## config.mk

```make
export PLATFORM = sky130hd
export DESIGN_NAME = mips_fetch_stage
export DESIGN_NICKNAME = d
export VERILOG_FILES = /design/src/rtl/mips_fetch_stage_pkg.sv /design/src/rtl/mips_fetch_stage_pc_gen.sv /design/src/rtl/mips_fetch_stage.sv
export SDC_FILE = /design/constraint.sdc
export NUM_CORES = 1
export LEC_CHECK = 0
export ABC_AREA = 1
export CAP_MARGIN = 25
export CELL_PAD_IN_SITES_DETAIL_PLACEMENT = 1
export CELL_PAD_IN_SITES_GLOBAL_PLACEMENT = 1
export CORE_ASPECT_RATIO = 1.5
export CORE_MARGIN = 2
export CORE_UTILIZATION = 31
export DETAILED_ROUTE_END_ITERATION = 10
export PLACE_DENSITY_LB_ADDON = 0.1
export SLEW_MARGIN = 20
export SYNTH_ARGS = -nofsm -noshare
export SYNTH_HDL_FRONTEND = slang
export SYNTH_SLANG_ARGS = --single-unit
```

## constraint.sdc

```tcl
create_clock -name clk -period 1.55 [get_ports clk]
set_input_delay 0.2325 -clock clk [delete_from_list [all_inputs] [get_ports clk]]
set_output_delay 0.2325 -clock clk [all_outputs]
set_load 0.01 [all_outputs]
```

## src/rtl/mips_fetch_stage_pkg.sv

```systemverilog
// Shared definitions for the instruction-fetch stage: FSM states, next-PC select
// codes, the NOP encoding and the jump-offset helper.
package mips_fetch_stage_pkg;

    typedef enum logic [1:0] {
        S_IDLE = 2'd0,
        S_REQ  = 2'd1,
        S_WAIT = 2'd2,
        S_HOLD = 2'd3
    } fetch_state_e;

    typedef enum logic [1:0] {
        NPC_SEQ = 2'd0,
        NPC_BR  = 2'd1,
        NPC_JMP = 2'd2
    } npc_sel_e;

    localparam logic [31:0] NOP_INSTR = 32'h0000_0000;

    // Low 28 bits of a J-type target: word index shifted to a byte address.
    function automatic logic [27:0] jmp_offset(input logic [25:0] index);
        return {index, 2'b00};
    endfunction

endpackage

```

## src/rtl/mips_fetch_stage_pc_gen.sv

```systemverilog
// Combinational next-PC generator: sequential increment, branch target or
// jump target, with branch taking priority over jump.
module fetch_pc_gen
    import mips_fetch_stage_pkg::*;
#(
    parameter int ADDR_W = 32,
    parameter int PC_INC = 4
) (
    input  logic [ADDR_W-1:0] pc,
    input  logic [ADDR_W-1:0] id_pc4,
    input  logic              br_taken_i,
    input  logic [ADDR_W-1:0] br_target_i,
    input  logic              jmp_en_i,
    input  logic [25:0]       jmp_index_i,
    output logic [ADDR_W-1:0] next_pc,
    output logic              redirect
);

    localparam logic [ADDR_W-1:0] HI_MASK    = ~ADDR_W'(28'hFFF_FFFF);
    localparam logic [ADDR_W-1:0] ALIGN_MASK = ~ADDR_W'(2'b11);

    npc_sel_e          sel_s;
    logic [ADDR_W-1:0] seq_pc_s;
    logic [ADDR_W-1:0] br_pc_s;
    logic [ADDR_W-1:0] jmp_pc_s;

    // Adds wrap modulo 2^ADDR_W; targets are forced word-aligned.
    assign seq_pc_s = pc + ADDR_W'(PC_INC);
    assign br_pc_s  = br_target_i & ALIGN_MASK;
    assign jmp_pc_s = (id_pc4 & HI_MASK) | ADDR_W'(jmp_offset(jmp_index_i));

    // Redirect priority select
    always_comb begin
        sel_s = NPC_SEQ;
        if (br_taken_i) begin
            sel_s = NPC_BR;
        end else if (jmp_en_i) begin
            sel_s = NPC_JMP;
        end else begin
            sel_s = NPC_SEQ;
        end
    end

    // Next-PC mux
    always_comb begin
        next_pc = seq_pc_s;
        case (sel_s)
            NPC_SEQ: next_pc = seq_pc_s;
            NPC_BR:  next_pc = br_pc_s;
            NPC_JMP: next_pc = jmp_pc_s;
            default: next_pc = seq_pc_s;
        endcase
    end

    assign redirect = (sel_s != NPC_SEQ);

endmodule

```

## src/rtl/mips_fetch_stage.sv

```systemverilog
// Instruction-fetch front end: PC register, single-outstanding imem handshake,
// hold buffer for decode stalls and the IF/ID pipeline register.
module mips_fetch_stage
    import mips_fetch_stage_pkg::*;
#(
    parameter int                ADDR_W   = 32,
    parameter int                INSTR_W  = 32,
    parameter logic [ADDR_W-1:0] RESET_PC = {ADDR_W{1'b0}},
    parameter int                PC_INC   = 4
) (
    input  logic               clk,
    input  logic               reset_n,
    output logic               imem_req,
    output logic [ADDR_W-1:0]  imem_addr,
    input  logic               imem_rvalid,
    input  logic [INSTR_W-1:0] imem_rdata,
    input  logic               stall_i,
    input  logic               br_taken_i,
    input  logic [ADDR_W-1:0]  br_target_i,
    input  logic               jmp_en_i,
    input  logic [25:0]        jmp_index_i,
    output logic               id_valid,
    output logic [INSTR_W-1:0] id_instr,
    output logic [ADDR_W-1:0]  id_pc,
    output logic [ADDR_W-1:0]  id_pc4
);

    fetch_state_e       state_r;
    fetch_state_e       state_nxt_s;
    logic [ADDR_W-1:0]  pc_r;
    logic [ADDR_W-1:0]  pc_nxt_s;
    logic [ADDR_W-1:0]  npc_s;
    logic               redirect_s;
    logic               kill_r;
    logic               kill_nxt_s;
    logic               hold_valid_r;
    logic [INSTR_W-1:0] hold_instr_r;
    logic               imem_req_r;
    logic [ADDR_W-1:0]  imem_addr_r;
    logic               id_valid_r;
    logic [INSTR_W-1:0] id_instr_r;
    logic [ADDR_W-1:0]  id_pc_r;
    logic [ADDR_W-1:0]  id_pc4_r;

    logic               rsp_s;
    logic               accept_s;
    logic               capture_s;
    logic               hold_load_s;
    logic               release_s;
    logic               id_load_s;
    logic [INSTR_W-1:0] id_data_s;

    fetch_pc_gen #(
        .ADDR_W (ADDR_W),
        .PC_INC (PC_INC)
    ) u_pc_gen (
        .pc          (pc_r),
        .id_pc4      (id_pc4_r),
        .br_taken_i  (br_taken_i),
        .br_target_i (br_target_i),
        .jmp_en_i    (jmp_en_i),
        .jmp_index_i (jmp_index_i),
        .next_pc     (npc_s),
        .redirect    (redirect_s)
    );

    // A response is only meaningful in S_WAIT; a redirect in the same cycle drops it.
    assign rsp_s       = (state_r == S_WAIT) && imem_rvalid;
    assign accept_s    = rsp_s && !kill_r && !redirect_s;
    assign capture_s   = accept_s && !stall_i;
    assign hold_load_s = accept_s && stall_i;
    assign release_s   = (state_r == S_HOLD) && hold_valid_r && !stall_i && !redirect_s;
    assign id_load_s   = capture_s || release_s;

    // IF/ID data source: fresh memory word or the parked hold-buffer word
    always_comb begin
        id_data_s = imem_rdata;
        if (release_s) begin
            id_data_s = hold_instr_r;
        end else begin
            id_data_s = imem_rdata;
        end
    end

    // PC advances only when an instruction enters IF/ID, or jumps on a redirect
    always_comb begin
        pc_nxt_s = pc_r;
        if (redirect_s) begin
            pc_nxt_s = npc_s;
        end else if (id_load_s) begin
            pc_nxt_s = npc_s;
        end else begin
            pc_nxt_s = pc_r;
        end
    end

    // Next-state logic
    always_comb begin
        state_nxt_s = S_IDLE;
        case (state_r)
            S_IDLE: state_nxt_s = S_REQ;
            S_REQ:  state_nxt_s = S_WAIT;
            S_WAIT: begin
                if (!rsp_s) begin
                    state_nxt_s = S_WAIT;
                end else if (hold_load_s) begin
                    state_nxt_s = S_HOLD;
                end else begin
                    state_nxt_s = S_REQ;
                end
            end
            S_HOLD: begin
                if (redirect_s || !stall_i) begin
                    state_nxt_s = S_REQ;
                end else begin
                    state_nxt_s = S_HOLD;
                end
            end
            default: state_nxt_s = S_IDLE;
        endcase
    end

    // Kill marks the in-flight response as belonging to a redirected path
    always_comb begin
        kill_nxt_s = kill_r;
        case (state_r)
            S_REQ: begin
                if (redirect_s) begin
                    kill_nxt_s = 1'b1;
                end else begin
                    kill_nxt_s = kill_r;
                end
            end
            S_WAIT: begin
                if (rsp_s) begin
                    kill_nxt_s = 1'b0;
                end else if (redirect_s) begin
                    kill_nxt_s = 1'b1;
                end else begin
                    kill_nxt_s = kill_r;
                end
            end
            S_IDLE:  kill_nxt_s = 1'b0;
            S_HOLD:  kill_nxt_s = 1'b0;
            default: kill_nxt_s = 1'b0;
        endcase
    end

    // State, PC and kill registers
    always_ff @(posedge clk) begin
        if (!reset_n) begin
            state_r <= S_IDLE;
            pc_r    <= RESET_PC;
            kill_r  <= 1'b0;
        end else begin
            state_r <= state_nxt_s;
            pc_r    <= pc_nxt_s;
            kill_r  <= kill_nxt_s;
        end
    end

    // Hold buffer parks a word that arrived while decode was stalled
    always_ff @(posedge clk) begin
        if (!reset_n) begin
            hold_valid_r <= 1'b0;
            hold_instr_r <= INSTR_W'(NOP_INSTR);
        end else begin
            hold_valid_r <= (state_nxt_s == S_HOLD);
            if (hold_load_s) begin
                hold_instr_r <= imem_rdata;
            end else begin
                hold_instr_r <= hold_instr_r;
            end
        end
    end

    // Registered request: high for exactly the cycle spent in S_REQ
    always_ff @(posedge clk) begin
        if (!reset_n) begin
            imem_req_r  <= 1'b0;
            imem_addr_r <= RESET_PC;
        end else begin
            imem_req_r <= (state_nxt_s == S_REQ);
            if (state_nxt_s == S_REQ) begin
                imem_addr_r <= pc_nxt_s;
            end else begin
                imem_addr_r <= imem_addr_r;
            end
        end
    end

    // IF/ID register: flush beats stall, stall freezes, otherwise a bubble
    always_ff @(posedge clk) begin
        if (!reset_n) begin
            id_valid_r <= 1'b0;
            id_instr_r <= INSTR_W'(NOP_INSTR);
            id_pc_r    <= {ADDR_W{1'b0}};
            id_pc4_r   <= {ADDR_W{1'b0}};
        end else if (redirect_s) begin
            id_valid_r <= 1'b0;
            id_instr_r <= INSTR_W'(NOP_INSTR);
        end else if (id_load_s) begin
            id_valid_r <= 1'b1;
            id_instr_r <= id_data_s;
            id_pc_r    <= pc_r;
            id_pc4_r   <= npc_s;
        end else if (stall_i) begin
            id_valid_r <= id_valid_r;
            id_instr_r <= id_instr_r;
        end else begin
            id_valid_r <= 1'b0;
            id_instr_r <= INSTR_W'(NOP_INSTR);
        end
    end

    assign imem_req  = imem_req_r;
    assign imem_addr = imem_addr_r;
    assign id_valid  = id_valid_r;
    assign id_instr  = id_instr_r;
    assign id_pc     = id_pc_r;
    assign id_pc4    = id_pc4_r;

endmodule

```

Word-level counts from Yosys, hierarchy flattened
Cells that the tools add are included.
{"block": "op_classes", "n_addsub": 1, "eq_ne": 8, "n_mux": 17, "n_bitwise": 3, "reduce_logical": 18}
{"cell": "32-bit 2-to-1 mux", "n": 5}
{"cell": "32-bit one-hot mux with 2 select lines", "n": 1}
{"cell": "32-bit by 3-bit adder with 32-bit output (second input constant)", "n": 1}
{"cell": "32-bit by 28-bit bitwise OR with 32-bit output", "n": 1}
{"cell": "2-bit 2-to-1 mux", "n": 5}
{"cell": "2-bit == test (second input constant)", "n": 4}
{"cell": "1-bit logical AND", "n": 8}
{"cell": "2-bit one-hot mux with 4 select lines", "n": 1}
{"cell": "2-bit by 1-bit == test with 1-bit output (second input constant)", "n": 3}
{"cell": "1-bit 2-to-1 mux", "n": 4}
{"cell": "2-bit OR reduction", "n": 2}
{"cell": "1-bit zero test", "n": 3}
{"cell": "1-bit one-hot mux with 3 select lines", "n": 1}
{"cell": "2-bit zero test", "n": 1}
{"cell": "1-bit logical OR", "n": 2}
{"cell": "2-bit by 1-bit inequality test with 1-bit output (second input constant)", "n": 1}
{"cell": "1-bit inverter", "n": 2}
{"cell": "2-bit AND reduction", "n": 1}
{"cell": "2-bit nonzero test", "n": 1}
{"block": "word_totals", "regBits": 198, "in_bits": 96, "out_inout_bits": 130, "wordCells": 58}

Logic depth before layout (Yosys ltp)
{"block": "depth", "depth_word": 10, "ltp_mapped": 12, "mapped_depth_nobuf": 12}

Modules after synthesis
From an unflattened synthesis, not the netlist that was laid out.
{"block": "unflattened", "cells_unflattened": 1351, "hier_area_um2": 9208.8}
{"mod": "mips_fetch_stage", "instances": 1, "cells_each": 1054, "area_each_um2": 7796.2, "seq_area_each_um2": 3963.8}
{"mod": "fetch_pc_gen", "instances": 1, "cells_each": 297, "area_each_um2": 1412.6, "seq_area_each_um2": 0.0}

Least setup slack after synthesis
OpenSTA, ideal clock, no wires.
{"block": "synth_path", "kind": "register to register", "start": "reg pc_r[2]", "end": "reg imem_addr_r[10], in the netlist imem_addr[10]", "arrival_ns": 1.455, "required_time_ns": 1.437, "slack_ns": -0.018, "path_stages_with_launch": 10, "period_less_slack_ns": 1.568, "cell_sequence": "dfxtp_1 -> ha_1 -> inv_1 -> nor2_1 -> nand2_1 -> xnor2_1 -> o21ai_1 -> nand3_1 -> o21ai_1 -> inv_1"}
{"block": "synth_via", "elab_chain_cells": 4}
{"element": "from (decl)", "line": "mips_fetch_stage.sv:30", "source": "logic [ADDR_W-1:0] pc_r;"}
{"element": "from (signal assigned)", "line": "mips_fetch_stage.sv:157", "source": "pc_r <= pc_nxt_s;"}
{"element": "32-bit by 3-bit adder with 32-bit output *", "line": "mips_fetch_stage_pc_gen.sv:28", "source": "assign seq_pc_s = pc + ADDR_W'(PC_INC);"}
{"element": "32-bit one-hot mux with 2 select lines *", "line": "mips_fetch_stage_pc_gen.sv:47", "source": "case (sel_s)"}
{"element": "32-bit 2-to-1 mux", "line": "mips_fetch_stage.sv:90", "source": "end else if (id_load_s) begin"}
{"element": "32-bit 2-to-1 mux *", "line": "mips_fetch_stage.sv:88", "source": "if (redirect_s) begin"}
{"element": "to (signal assigned)", "line": "mips_fetch_stage.sv:185", "source": "imem_addr_r <= pc_nxt_s;"}
{"element": "to (signal assigned)", "line": "mips_fetch_stage.sv:187", "source": "imem_addr_r <= imem_addr_r;"}
{"element": "to (decl)", "line": "mips_fetch_stage.sv:39", "source": "logic [ADDR_W-1:0] imem_addr_r;"}
Every way passes the cells marked *; elsewhere a longest branch is shown, timed or not.
A chain may end at the register's enable or synchronous reset.

Final worst setup path
{"block": "layout_path", "start": "reg state_r[0]", "end": "reg imem_addr_r[10], in the netlist imem_addr[10]"}
{"block": "layout_via", "elab_chain_cells": 9}
{"element": "from (decl)", "line": "mips_fetch_stage.sv:28", "source": "fetch_state_e state_r;"}
{"element": "from (signal assigned)", "line": "mips_fetch_stage.sv:156", "source": "state_r <= state_nxt_s;"}
{"element": "2-bit == test", "line": "mips_fetch_stage.sv:68, mips_fetch_stage.sv:100"}
{"element": "1-bit logical AND", "line": "mips_fetch_stage.sv:68", "source": "assign rsp_s = (state_r == S_WAIT) && imem_rvalid;"}
{"element": "1-bit logical AND (2 in a row)", "line": "mips_fetch_stage.sv:69", "source": "assign accept_s = rsp_s && !kill_r && !redirect_s;"}
{"element": "1-bit logical AND", "line": "mips_fetch_stage.sv:71", "source": "assign hold_load_s = accept_s && stall_i;"}
{"element": "2-bit 2-to-1 mux", "line": "mips_fetch_stage.sv:106", "source": "end else if (hold_load_s) begin"}
{"element": "2-bit 2-to-1 mux", "line": "mips_fetch_stage.sv:104", "source": "if (!rsp_s) begin"}
{"element": "2-bit one-hot mux with 4 select lines", "line": "mips_fetch_stage.sv:100", "source": "case (state_r)"}
{"element": "2-bit by 1-bit == test with 1-bit output", "line": "mips_fetch_stage.sv:184", "source": "if (state_nxt_s == S_REQ) begin"}
Parallel ways exist; a longest one is shown, timed or not.

==> results.json <==
{
  "status": "complete, but fails checks",
  "violations": "setup timing",
  "syn_area_per_cell_um2": 6.829,
  "power_density_nw_per_um2": 849.1,
  "seq_area_frac_synth": 0.4528,
  "grt_pass1_vias": 10220,
  "p_leak_nw": 6.959,
  "synth_common_cells": "317 x nand2_1, 198 x dfxtp_1, 165 x inv_1, 128 x a21oi_1, 127 x o21ai_0",
  "drcViolationCount": 0,
  "nNetsFinal": 1719,
  "critPathMaxFanout": 7,
  "max_cap_violations": 0,
  "layout-drive-gt1-share": 0.2876,
  "clock-root-buffer": "clkbuf_16",
  "fmax_ghz": 0.5796,
  "ant_nets": 0,
  "drtPass1Iterations": 6,
  "tightest_slew_ns": 0.4127,
  "cp_top_family": "buffers and inverters",
  "rsz0062_at_grt": "yes",
  "synth_top_area_frac": 0.4528,
  "fillerInstances": 3346,
  "stdcell_count": 1980,
  "syn_area_um2": 8755,
  "path_cells": "buf_6 -> nand4_1 -> buf_6 -> nand2_8 -> buf_12 -> buf_12 -> o21ai_2 -> nand3_1 -> o21ai_1 -> inv_1",
  "rows": 75,
  "start_util": 0.3141,
  "clkLatencyLatePin_ns": 0.45,
  "die_h_um": 209.8,
  "finalWorstSetupSlack_ns": -0.1754,
  "slowest_stage": "dfxtp_2",
  "synth_warnings": 0,
  "placed_area_um2": 12230,
  "port_buffers": 223,
  "syn_inst": 1282,
  "ctsHtreeMaxLevel": 4,
  "diodes": 0,
  "clk_pin_slew_worst_paths_ns": 0.07,
  "yosys.cell_types.count": 31,
  "drt_iter0_drc": 331,
  "startpoint_type": "flop",
  "grt_max_degree": 65,
  "antenna_found_initial": 0,
  "critPathBufInv": 5,
  "peakVddDrop_mv": 0.7235,
  "dp_hpwl_um": 24340,
  "synthFlopType": "dfxtp_1",
  "dpl_worst_slack_ns": -0.6991,
  "period_minus_slack_ns": 1.725,
  "crit_cells": 10,
  "dp.cells": 1903,
  "io_pins": 226,
  "track_usage": 0.2431,
  "core_area_um2": 27870,
  "syn_nets": 1379,
  "die_w_um": 141.2,
  "synth-edff-count": 0,
  "place.gp.congestion": 0.8973,
  "min_path_type": "input pin to flop",
  "skew_ns": 0.01282,
  "area_growth_pct": 69.43,
  "grt_first_pass_wirelength_um": 55830,
  "crit_arrival_ns": 2.07,
  "critPathMaxStageDelay_ns": 0.34,
  "vias": 9824,
  "gr-total-overflow": 0,
  "dieArea_um2": 29630,
  "final-setup-viol-count": 155,
  "cp_data_required_time_ns": 1.89,
  "wire_per_inst_um": 19.17,
  "drt_wl_total_um": 37950,
  "clk_path_buf_depth": 2,
  "period_share": 1.113,
  "setup_tns_ns": -12.69,
  "synth.most_common_cell": "nand2_1",
  "slew_violations": 0,
  "clock-sinks": 198,
  "crit_type": "flop to flop",
  "synth.largest_area_cell": "dfxtp_1",
  "cts_made_buffers": 17,
  "synth_area_leaders": "dfxtp_1 45%, nand2_1 14%, a21oi_1 7.3%, o21ai_0 7.3%, inv_1 7.1%",
  "cp-end-kind": "flop",
  "rr_worst_depth": 10,
  "post_drt_via_cell_ratio": 4.962,
  "slew_headroom": 0.7248,
  "min_path_cells": 3,
  "synthArstFlopShare": 0,
  "cts_tree": "yes",
  "finalHoldViolCount": 0,
  "fin_area_um2": 14830,
  "fin_hold_ws_ns": 0.1338,
  "yosys_register_bits": 198
}
[kinds of logic after synthesis]
logic type | Yosys count | synth area share
AND/OR/NAND/NOR | 538 | 0.2498
XOR/XNOR | 10 | 0.01000
flip-flops | 198 | 0.4528
adder cells (fa/ha/maj) | 1 | 0.001429
AO/OA/AOI/OAI | 294 | 0.1762
buffers and inverters | 241 | 0.1098
[worst paths after layout]
path | startpoint | endpoint | slack, ns
worst max-delay path | state_r[0]$_SDFF_PN0_ | imem_addr[10]$_SDFFE_PN0N_ | -0.18
worst min-delay path | reset_n | id_pc[14]$_SDFFE_PN0P_ | 0.13
worst max register to register | state_r[0]$_SDFF_PN0_ | imem_addr[10]$_SDFFE_PN0N_ | -0.18
worst min register to register | hold_instr_r[26]$_SDFFE_PN0P_ | hold_instr_r[26]$_SDFFE_PN0P_ | 0.45
[area by class of cell]
cell class                      count  area [µm²]  share of cell area
Clock buffer                       20       446.7             0.03011
Clock inverter                     11       173.9             0.01173
Inverter                          168       659.4             0.04445
Multi-Input combinational cell    843        5000              0.3371
Sequential cell                   198        4005              0.2700
Tap cell                          346       432.9             0.02919
Timing Repair Buffer              394        4115              0.2774
[tightest hold or removal path, cell delays in order]
cell     delay (ns)
buf_4          0.16
o21ai_0        0.09
a21oi_1        0.05
[placed cells by master, fill, tap and decap left out, types with 38 or more instances in the layout]
cell type	instances
nor2_1	65
o21ai_0	46
o21ai_2	47
a21oi_2	43
inv_1	159
o21ai_1	38
a21oi_1	84
dfxtp_1	177
nand2_1	254
clkdlybuf4s50_1	90
dlygate4sd2_1	132
buf_4	108
nand3_1	72
[metrics by stage]
step	utilization	power, mW
finish	0.5322	12.60
global route	0.5322	13.09
CTS	0.4954	12.49
detailed placement	0.4387	7.482
global placement	0.4387	7.449
floorplan	-	6.334
[registers in the layout, summed over array words and instances (netlist names)]
signal and count:
pc_r 32, id_instr 32, id_pc4 32, hold_instr_r 32
imem_addr 32, state_r 2, id_pc 32, hold_valid_r 1
kill_r 1, imem_req 1, id_valid 1
[where the power goes]
group | switching, mW | internal [mW] | leakage, nW
Sequential | 0.169 | 5.32 | 1.62
Clock | 2.07 | 2.75 | 0.304
Combinational | 1.24 | 1.04 | 5.03
[what timing repair did]
action	CTS	global route
pin swaps	41	61
gates cloned	14	7
resized for setup	335	269
hold buffers	0	0
endpoints found under the setup margin	289	189
buffers inserted	17	10
[metal layers]
layer,up-vias,wire length [µm],track usage
li1,4769,-,-
met5,-,0,0
met1,4772,14990,0.2753
met2,221,20320,0.4556
met4,0,1311,0.08759
met3,62,1321,0.03742
Power figures use the tool's default switching activity.
